==> config.mk <==
export PLATFORM = sky130hd
export DESIGN_NAME = palette_lookup_arbiter_flat
export DESIGN_NICKNAME = d
export VERILOG_FILES = /design/src/rtl/palette_lookup_arbiter_pkg.sv /design/src/rtl/palette_lookup_arbiter_if.sv /design/src/rtl/palette_lookup_arbiter_rr_arbiter.sv /design/src/rtl/palette_lookup_arbiter.sv /design/src/flat_wrapper.sv
export SDC_FILE = /design/constraint.sdc
export NUM_CORES = 1
export LEC_CHECK = 0
export ABC_AREA = 1
export CAP_MARGIN = 30
export CORE_ASPECT_RATIO = 1.75
export CORE_MARGIN = 2
export CORE_UTILIZATION = 29
export CTS_BUF_LIST = sky130_fd_sc_hd__clkbuf_4
export CTS_CLUSTER_DIAMETER = 40
export CTS_CLUSTER_SIZE = 20
export DETAILED_ROUTE_END_ITERATION = 10
export HOLD_SLACK_MARGIN = 0.05
export PLACE_DENSITY = 0.52
export SYNTH_ARGS = -nofsm -noshare
export SYNTH_HDL_FRONTEND = slang
export SYNTH_SLANG_ARGS = --single-unit
==> constraint.sdc <==
create_clock -name Clk -period 6.65 [get_ports Clk]
set_input_delay 1.33 -clock Clk [delete_from_list [all_inputs] [get_ports Clk]]
set_output_delay 1.33 -clock Clk [all_outputs]
set_load 0.02 [all_outputs]
==> src/rtl/palette_lookup_arbiter_pkg.sv <==
// Shared palette types and the power-on colour table for the sprite colour path.
package palette_pkg;
  localparam int PAL_ENTRIES = 8;

  typedef logic [11:0] color_t;
  typedef logic [2:0]  pal_idx_t;

  localparam color_t PALETTE_DEFAULT [PAL_ENTRIES] = '{
    12'h000, 12'hB00, 12'hCB1, 12'hFD0,
    12'h040, 12'h3FD, 12'h456, 12'h9CD
  };
endpackage

==> src/rtl/palette_lookup_arbiter_if.sv <==
// Lookup request/response and palette configuration bundle between requesters and the arbiter.
interface palette_lookup_arbiter_if
  import palette_pkg::*;
#(
  parameter int NUM_REQ = 4,
  parameter int IDX_W   = 3,
  parameter int COLOR_W = 12
);
  logic [NUM_REQ-1:0]       req_valid;
  logic [NUM_REQ*IDX_W-1:0] req_index;
  logic [NUM_REQ-1:0]       req_ready;
  logic [NUM_REQ-1:0]       rsp_valid;
  logic [COLOR_W-1:0]       rsp_color;
  logic                     cfg_we;
  logic [IDX_W-1:0]         cfg_addr;
  logic [COLOR_W-1:0]       cfg_data;
  logic                     frame_sync;
  logic                     commit_pending;

  modport master (
    output req_valid, req_index, cfg_we, cfg_addr, cfg_data, frame_sync,
    input  req_ready, rsp_valid, rsp_color, commit_pending
  );

  modport slave (
    input  req_valid, req_index, cfg_we, cfg_addr, cfg_data, frame_sync,
    output req_ready, rsp_valid, rsp_color, commit_pending
  );
endinterface

==> src/rtl/palette_lookup_arbiter_rr_arbiter.sv <==
// Combinational round-robin arbiter: scans upward from i_ptr with wrap, one-hot grant plus encoded id.
module rr_arbiter #(
  parameter  int N  = 4,
  localparam int PW = (N > 1) ? $clog2(N) : 1
) (
  input  logic [N-1:0]  i_req,
  input  logic [PW-1:0] i_ptr,
  output logic [N-1:0]  o_grant,
  output logic [PW-1:0] o_id
);
  logic          w_found;
  logic [PW-1:0] w_j;

  always_comb begin
    o_grant = '0;
    o_id    = '0;
    w_found = 1'b0;
    w_j     = '0;
    for (int k = 0; k < N; k++) begin
      if (int'(i_ptr) + k >= N) w_j = PW'(int'(i_ptr) + k - N);
      else                      w_j = PW'(int'(i_ptr) + k);
      if (!w_found && i_req[w_j]) begin
        w_found      = 1'b1;
        o_grant[w_j] = 1'b1;
        o_id         = w_j;
      end
    end
  end
endmodule

==> src/rtl/palette_lookup_arbiter.sv <==
// Shared double-buffered palette: round-robin lookup grant, 2-stage read pipeline, frame-synced commit.
module palette_lookup_arbiter
  import palette_pkg::*;
#(
  parameter int NUM_REQ = 4,
  parameter int IDX_W   = 3,
  parameter int COLOR_W = 12
) (
  input  logic Clk,
  input  logic Reset_n,
  palette_lookup_arbiter_if.slave bus
);
  localparam int PW    = (NUM_REQ > 1) ? $clog2(NUM_REQ) : 1;
  localparam int PAL_N = 2 ** IDX_W;

  logic [NUM_REQ-1:0] w_grant;
  logic [PW-1:0]      w_gnt_id;
  logic [IDX_W-1:0]   w_gnt_idx;

  logic [PW-1:0]      r_rr_ptr;
  logic               r_s1_valid;
  logic [PW-1:0]      r_s1_id;
  logic [IDX_W-1:0]   r_s1_idx;
  logic [NUM_REQ-1:0] r_rsp_valid;
  logic [COLOR_W-1:0] r_rsp_color;
  logic               r_commit_pending;
  logic [COLOR_W-1:0] r_shadow [PAL_N];
  logic [COLOR_W-1:0] r_active [PAL_N];

  rr_arbiter #(.N(NUM_REQ)) u_arb (
    .i_req   (bus.req_valid),
    .i_ptr   (r_rr_ptr),
    .o_grant (w_grant),
    .o_id    (w_gnt_id)
  );

  assign w_gnt_idx          = bus.req_index[int'(w_gnt_id)*IDX_W +: IDX_W];
  // Grants are held off while in reset so no handshake can complete then.
  assign bus.req_ready      = Reset_n ? w_grant : '0;
  assign bus.rsp_valid      = r_rsp_valid;
  assign bus.rsp_color      = r_rsp_color;
  assign bus.commit_pending = r_commit_pending;

  always_ff @(posedge Clk or negedge Reset_n) begin
    if (!Reset_n) begin
      r_rr_ptr    <= '0;
      r_s1_valid  <= 1'b0;
      r_s1_id     <= '0;
      r_s1_idx    <= '0;
      r_rsp_valid <= '0;
      r_rsp_color <= '0;
    end else begin
      if (|w_grant) begin
        r_rr_ptr <= (w_gnt_id == PW'(NUM_REQ-1)) ? '0 : w_gnt_id + PW'(1);
        r_s1_id  <= w_gnt_id;
        r_s1_idx <= w_gnt_idx;
      end
      r_s1_valid  <= |w_grant;
      r_rsp_valid <= r_s1_valid ? ({{(NUM_REQ-1){1'b0}}, 1'b1} << r_s1_id) : '0;
      // Read happens against the pre-edge active table, so a same-edge commit is not seen.
      if (r_s1_valid) r_rsp_color <= r_active[r_s1_idx];
    end
  end

  always_ff @(posedge Clk or negedge Reset_n) begin
    if (!Reset_n) begin
      r_commit_pending <= 1'b0;
      for (int i = 0; i < PAL_N; i++) begin
        r_shadow[i] <= COLOR_W'(PALETTE_DEFAULT[i % PAL_ENTRIES]);
        r_active[i] <= COLOR_W'(PALETTE_DEFAULT[i % PAL_ENTRIES]);
      end
    end else begin
      if (bus.cfg_we) r_shadow[bus.cfg_addr] <= bus.cfg_data;
      if (bus.frame_sync) begin
        r_commit_pending <= 1'b0;
        // Forward a same-cycle shadow write straight into the committed table.
        for (int i = 0; i < PAL_N; i++) begin
          if (bus.cfg_we && bus.cfg_addr == IDX_W'(i)) r_active[i] <= bus.cfg_data;
          else                                         r_active[i] <= r_shadow[i];
        end
      end else if (bus.cfg_we) begin
        r_commit_pending <= 1'b1;
      end
    end
  end
endmodule

==> src/flat_wrapper.sv <==
// flat-port wrapper written by rule: the top's interface ports become plain ports
module palette_lookup_arbiter_flat import palette_pkg::*;
#(
  parameter int NUM_REQ = 4,
  parameter int IDX_W   = 3,
  parameter int COLOR_W = 12
)
  (Clk, Reset_n, bus_req_valid, bus_req_index, bus_cfg_we, bus_cfg_addr, bus_cfg_data, bus_frame_sync, bus_req_ready, bus_rsp_valid, bus_rsp_color, bus_commit_pending);
  palette_lookup_arbiter_if #(.NUM_REQ(NUM_REQ), .IDX_W(IDX_W), .COLOR_W(COLOR_W)) bus_i ();
  input  logic Clk;
  input  logic Reset_n;
  input wire logic [$bits(bus_i.req_valid)-1:0] bus_req_valid;
  input wire logic [$bits(bus_i.req_index)-1:0] bus_req_index;
  input wire logic [$bits(bus_i.cfg_we)-1:0] bus_cfg_we;
  input wire logic [$bits(bus_i.cfg_addr)-1:0] bus_cfg_addr;
  input wire logic [$bits(bus_i.cfg_data)-1:0] bus_cfg_data;
  input wire logic [$bits(bus_i.frame_sync)-1:0] bus_frame_sync;
  output wire logic [$bits(bus_i.req_ready)-1:0] bus_req_ready;
  output wire logic [$bits(bus_i.rsp_valid)-1:0] bus_rsp_valid;
  output wire logic [$bits(bus_i.rsp_color)-1:0] bus_rsp_color;
  output wire logic [$bits(bus_i.commit_pending)-1:0] bus_commit_pending;
  assign bus_i.req_valid = bus_req_valid;
  assign bus_i.req_index = bus_req_index;
  assign bus_i.cfg_we = bus_cfg_we;
  assign bus_i.cfg_addr = bus_cfg_addr;
  assign bus_i.cfg_data = bus_cfg_data;
  assign bus_i.frame_sync = bus_frame_sync;
  assign bus_req_ready = bus_i.req_ready;
  assign bus_rsp_valid = bus_i.rsp_valid;
  assign bus_rsp_color = bus_i.rsp_color;
  assign bus_commit_pending = bus_i.commit_pending;
  palette_lookup_arbiter #(.NUM_REQ(NUM_REQ), .IDX_W(IDX_W), .COLOR_W(COLOR_W)) u_core (.Clk(Clk), .Reset_n(Reset_n), .bus(bus_i));
endmodule
Yosys cells after proc, flatten, opt, wreduce, memory -nomap -nowiden:

Index checks and enable logic that the tools add are counted.
W data, S select, Z words.

* order comparisons: 15
* bitwise operators: 5
* add/subtract/negate cells: 8
* multiplexer cells: 50
* $mul: 1
* eq/ne operators: 8
* shifts and indexed selects: 2
* reductions and logical operators: 22

Operator list (number)
* $mux W12: 11
* $bwmux W96: 1
* $bmux W12 S3: 1
* $demux W12 S3: 1
* $shiftx A12 B32 Y3: 1
* $mux W4: 6
* $mux W2: 9
* $logic_and A1 B1 Y1: 16
* $mux W1: 13
* $eq A3 B3 Y1 const B: 4
* $lt A2 B3 Y1 const B: 4
* $or A4 B4 Y4: 3
* $ge A3 B3 Y1 const B: 3
* $bmux W1 S2: 4
* $demux W1 S2: 4
* $ge A2 B1 Y1 const B: 4
* $ge A4 B4 Y1 const B: 2
* $not A3 Y4: 2
* $sub A2 B1 Y2 const B: 4
* $add A2 B2 Y3 const B: 2
* $eq A3 B2 Y1 const B: 2
* $lt A4 B1 Y1 const B: 1
* $mul A2 B2 Y4 const B: 1
* $reduce_or A4 Y1: 1
* 9 further kinds: 11

* output and inout port bits: 21
* word-level logic and storage cells: 134
* input bits: 35
* flip-flop bits (word level): 217

Longest topological paths before layout:

* word-level depth: 16
* gate-level depth with buffers: 15
* mapped depth without buffers: 15

Cells and area by module:

A second synthesis with hierarchy kept.

* cells, all modules: 1146
* area, all modules: 9833.2 µm²

By module, submodules not included
* palette_lookup_arbiter: seq. area each 5525.3 µm², area an instance 9317.7 µm², times used 1, cells an instance 1064
* rr_arbiter: seq. area each 0.0 µm², area an instance 515.5 µm², times used 1, cells an instance 82

Worst setup path before layout:

Ideal clock, no wire load.

* kind: input -> output
* start: in bus_req_valid[1]
* end: out bus_req_ready[2]
* arrival time: 2.231 ns
* required time: 5.320 ns
* setup slack: 3.089 ns
* cell stages on the path: 9
* buffers on the path: 0
* cell sequence: inv_1 nand2_1 nand3_2 nand3_2 nor2_2 nand2_1 nand3_2 nand2_1 inv_1

* longest elaborated chain between the ends: 13
* elaborated cells on any way between the ends: 25
* those cells by class: 16 x mux; 3 x bitwise; 6 x reduce/logical

RTL lines
* start, declared: RTL line flat_wrapper.sv:12 `input wire logic [$bits(bus_i.req_valid)-1:0] bus_req_valid;`
* $bmux W1 S2: RTL line palette_lookup_arbiter_rr_arbiter.sv:22 `if (!w_found && i_req[w_j]) begin`
* $mux W1 (not written as such): RTL line palette_lookup_arbiter_rr_arbiter.sv:22
* $mux W1: RTL line palette_lookup_arbiter_rr_arbiter.sv:22
* $logic_not A1 Y1: RTL line palette_lookup_arbiter_rr_arbiter.sv:22
* $logic_and A1 B1 Y1: RTL line palette_lookup_arbiter_rr_arbiter.sv:22
* $mux W1: RTL line palette_lookup_arbiter_rr_arbiter.sv:22
* $logic_not A1 Y1: RTL line palette_lookup_arbiter_rr_arbiter.sv:22
* $logic_and A1 B1 Y1: RTL line palette_lookup_arbiter_rr_arbiter.sv:22
* $mux W1: RTL line palette_lookup_arbiter_rr_arbiter.sv:22
* $logic_not A1 Y1: RTL line palette_lookup_arbiter_rr_arbiter.sv:22
* $logic_and A1 B1 Y1: RTL line palette_lookup_arbiter_rr_arbiter.sv:22
* $mux W4 (*): RTL line palette_lookup_arbiter_rr_arbiter.sv:22
* $mux W4 (*): RTL line palette_lookup_arbiter.sv:39 `assign bus.req_ready = Reset_n ? w_grant : '0;`
* end, declared: RTL line flat_wrapper.sv:18 `output wire logic [$bits(bus_i.req_ready)-1:0] bus_req_ready;`

Every way passes the cells marked *; elsewhere a longest branch is shown, timed or not. The select of a mux whose other input is x is not followed.

Final worst setup path:

* start: reg u_core.r_rr_ptr[0]
* end: out bus_req_ready[2]

* longest elaborated chain between the ends: 15
* elaborated cells on any way between the ends: 60
* those cells by class: 7 x add/sub; 12 x order compare; 28 x mux; 3 x bitwise; 10 x reduce/logical

RTL lines
* start, declared: RTL line palette_lookup_arbiter.sv:20 `logic [PW-1:0] r_rr_ptr;`
* start signal, assigned: RTL line palette_lookup_arbiter.sv:54 `r_rr_ptr <= (w_gnt_id == PW'(NUM_REQ-1)) ? '0 : w_gnt_id + PW'(1);`
* parallel branches: the longest is 13 deep, another holds $add A2 B1 Y3
* $mux W4 (*): RTL line palette_lookup_arbiter_rr_arbiter.sv:22
* $mux W4 (*): RTL line palette_lookup_arbiter.sv:39

Mark *: on every way between the ends. The select of a mux whose other input is x is not followed.

==> qor.txt <==
Core Region: 32200 um^2
Finish-stage setup viols: 0
Seq/Total Area, Yosys: 58.3%
Fin Setup TNS: 0 ps
power per cell area: 398 nW/um^2
Worst Tran Pin Value: 977 ps
Initial Util: 29.4%
ANT nets after route: 0
Die H: 243 um
Clk pin slew, worst setup/hold paths: 190 ps
Power, Total: 4.27 mW
Clock Skew: 34.0 ps
YS warnings: 0
io pins: 56
most common cell after layout, fill and taps aside: nand2_1
RSZ-0062 raised after global routing: no
grt met3 use: 1.70%
flop2flop setup slack: 3960 ps
Avg WL per Cell: 15.7 um
R2R Path Start: u_core.r_rr_ptr[0]
R2R Path End: u_core.r_s1_id[1]
outcome: finished, final reports clean
Die W: 141 um
crit path DAT: 3660 ps
post-CTS setup buffer count: 0
CTS Hold Bufs: 0
share of layout cells above drive strength 1: 18.9%
syn_nets: 1045
clk_lat worst skew: 680 ps
internal power: 2.52 mW
GRT met1 Usage: 16.5%
total CTS buffers: 18
net switching power: 1.75 mW
grt met2 use: 25.4%
Post-Route WL: 22700 um
CTS tree: done
Required @ worst endpoint: 5320 ps
First-pass DRT Iterations: 5
vias in the first global route: 6956
antenna violations before repair: 1
Site Rows: 87
Hold Path Class: flip-flop to flip-flop
startpoint types: flip-flop
Primary FF master, synth: dfrtp_1
PortBufs: 55
DRC violation count after routing: 0
Reg2Reg Depth: 12
Via density: 4.66
Logic pwr share: 39.4%
Seq. cell area: 5530 um^2
Sw Ratio: 41.1%
clock tree buffer depth: 3
final worst-path cycle share: 75.0%
total gr overflow: 0
CTS Root Cell: clkbuf_4
Worst Hold End: u_core.r_active[52]
routability cong.: 0.819
vias post-DR: 6749
Max Freq: 201 MHz
hpwl dp: 14600 um
post-cts gate resize count: 0
commonest cells after routing, fill and taps aside: 245 x nand2_1, 171 x o21ai_0, 140 x dfrtp_1
final hold viol count: 0
Slew headroom: 34.7%
Avg Inst Size Synth: 9.45 um^2
Post-synth ARST share: 100%
#FFs+latches synth: 217
Gate Count Post-Synth: 1004
Peak supply drop: 0.344 mV
area grow syn2layout: 13.1%
crit path max fanout: 15
Total GRT Usage: 13.7%
Post-synth EDFFs: 0
minimum clock period: 4990 ps
Final Max Tran Viols: 0
Synth Cell Area: 9480 um^2
CTS sink cnt: 217
Crit Path Class: flip-flop to primary output
Fillers: 3428
MaxCap Viol Count: 0
busiest layer in global routing: met2
DRT iter0 DRCs: 390
hold depth: 2
hold_sp: u_core.r_active[52]
global-route wire length before repair: 37600 um
# nets final: 1077
largest net degree at the start of global routing: 113
H-tree depth: 1
Seq pwr share: 44.6%
CP endpoint kind: primary output
P_leak: 4.86 nW
Yosys cell types: 30
area of the multi-input gates: 3390 um^2
Clock Power Share: 16.0%
die area: 34200 um^2
layout make-up:
class	instances	area share (%)
Sequential cell	217	51.5
Multi-Input combinational cell	638	31.6
Timing Repair Buffer	65	6.23
Tap cell	400	4.67
Inverter	96	3.36
Clock buffer	20	1.40
Clock inverter	12	1.18
Antenna cell	1	0.0233
power groups by stage:
stage / clock network (mW) / registers (mW) / logic [mW]
finish: 0.683 / 1.90 / 1.68
CTS: 0.718 / 1.90 / 1.72
detailed placement: 0 / 1.93 / 1.72
global placement: 0 / 1.92 / 1.69
floorplan: 0 / 1.86 / 1.21
global route: 0.761 / 1.95 / 1.91
flip-flops by register name (all words and copies together) (netlist names):
signal                     cells
u_core.r_rr_ptr                2
u_core.r_shadow               96
u_core.bus.commit_pending      1
u_core.r_s1_valid              1
u_core.r_active               96
u_core.bus.rsp_color          12
u_core.r_s1_id                 2
u_core.r_s1_idx                3
u_core.bus.rsp_valid           4
kinds of logic (layout without fill, tap and decap cells):
group	count (synthesis)	in the layout	share of synthesized area, %
fa+ha+maj	6	6	0.792
xor+xnor	1	1	0.0924
flops	217	217	58.3
buf+inv	149	193	6.03
simple gates	325	325	14.7
other cells	0	1	0
mux	48	48	5.70
compound gates	258	258	14.4
through the flow:
step | cell area (um^2) | setup WS [ps] | util (%) | instances | hold slack [ps]
floorplan | 9480 | 3090 | - | 1004 | 453
global placement | 10400 | 1930 | 32.3 | 1414 | 465
detailed placement | 10400 | 1880 | 32.4 | 1416 | 471
CTS | 10700 | 1580 | 33.3 | 1448 | 503
global route | 10700 | 1330 | 33.3 | 1449 | 518
finish | 10700 | 1660 | 33.3 | 1449 | 501
how the worst max path moves through the flow:
stage / startpoint / slack [ps] / endpoint
6_report: u_core.r_rr_ptr[0] / 1660 / bus_req_ready[2]
5_1_grt: u_core.r_rr_ptr[0] / 1330 / bus_req_ready[2]
3_3_place_gp: bus_req_valid[3] / 1930 / bus_req_ready[2]
4_1_cts: u_core.r_rr_ptr[0] / 1580 / bus_req_ready[2]
2_1_floorplan: bus_req_valid[1] / 3090 / bus_req_ready[2]
3_5_place_dp: bus_req_valid[0] / 1880 / bus_req_ready[2]
routing by layer:
metal	share of wire, %	vias to the layer above	wire length, um
met4	1.9	0	433
met5	0	-	0
li1	-	3342	-
met2	52	90	11900
met3	3.2	20	723
met1	42	3297	9650
cell usage after synthesis (6+ instances only):
master / n / area share [%]
o21ai_0: 171 / 9.0
nand2_1: 245 / 9.7
o221ai_1: 12 / 1.1
dfstp_2: 76 / 21
ha_1: 6 / 0.79
dfrtp_1: 141 / 37
nand3_2: 7 / 0.74
clkbuf_1: 36 / 1.4
mux2_2: 48 / 5.7
o21ai_1: 9 / 0.47
a21oi_1: 61 / 3.2
nor2_1: 22 / 0.87
inv_1: 93 / 3.7
nand3_1: 30 / 1.6
buf_1: 12 / 0.47
critical path, stage by stage (launching register included):
cell and delay, ps:
dfrtp_1 720, inv_2 220, ha_1 410, inv_1 110, nand3_1 90, nand2_2 130, nand3_2 100, nor2_2 210
nand2_1 100, nand3_2 150, nand2_1 70, inv_1 80, clkdlybuf4s50_1 600
Note: power is estimated with default switching activity, not from simulation.
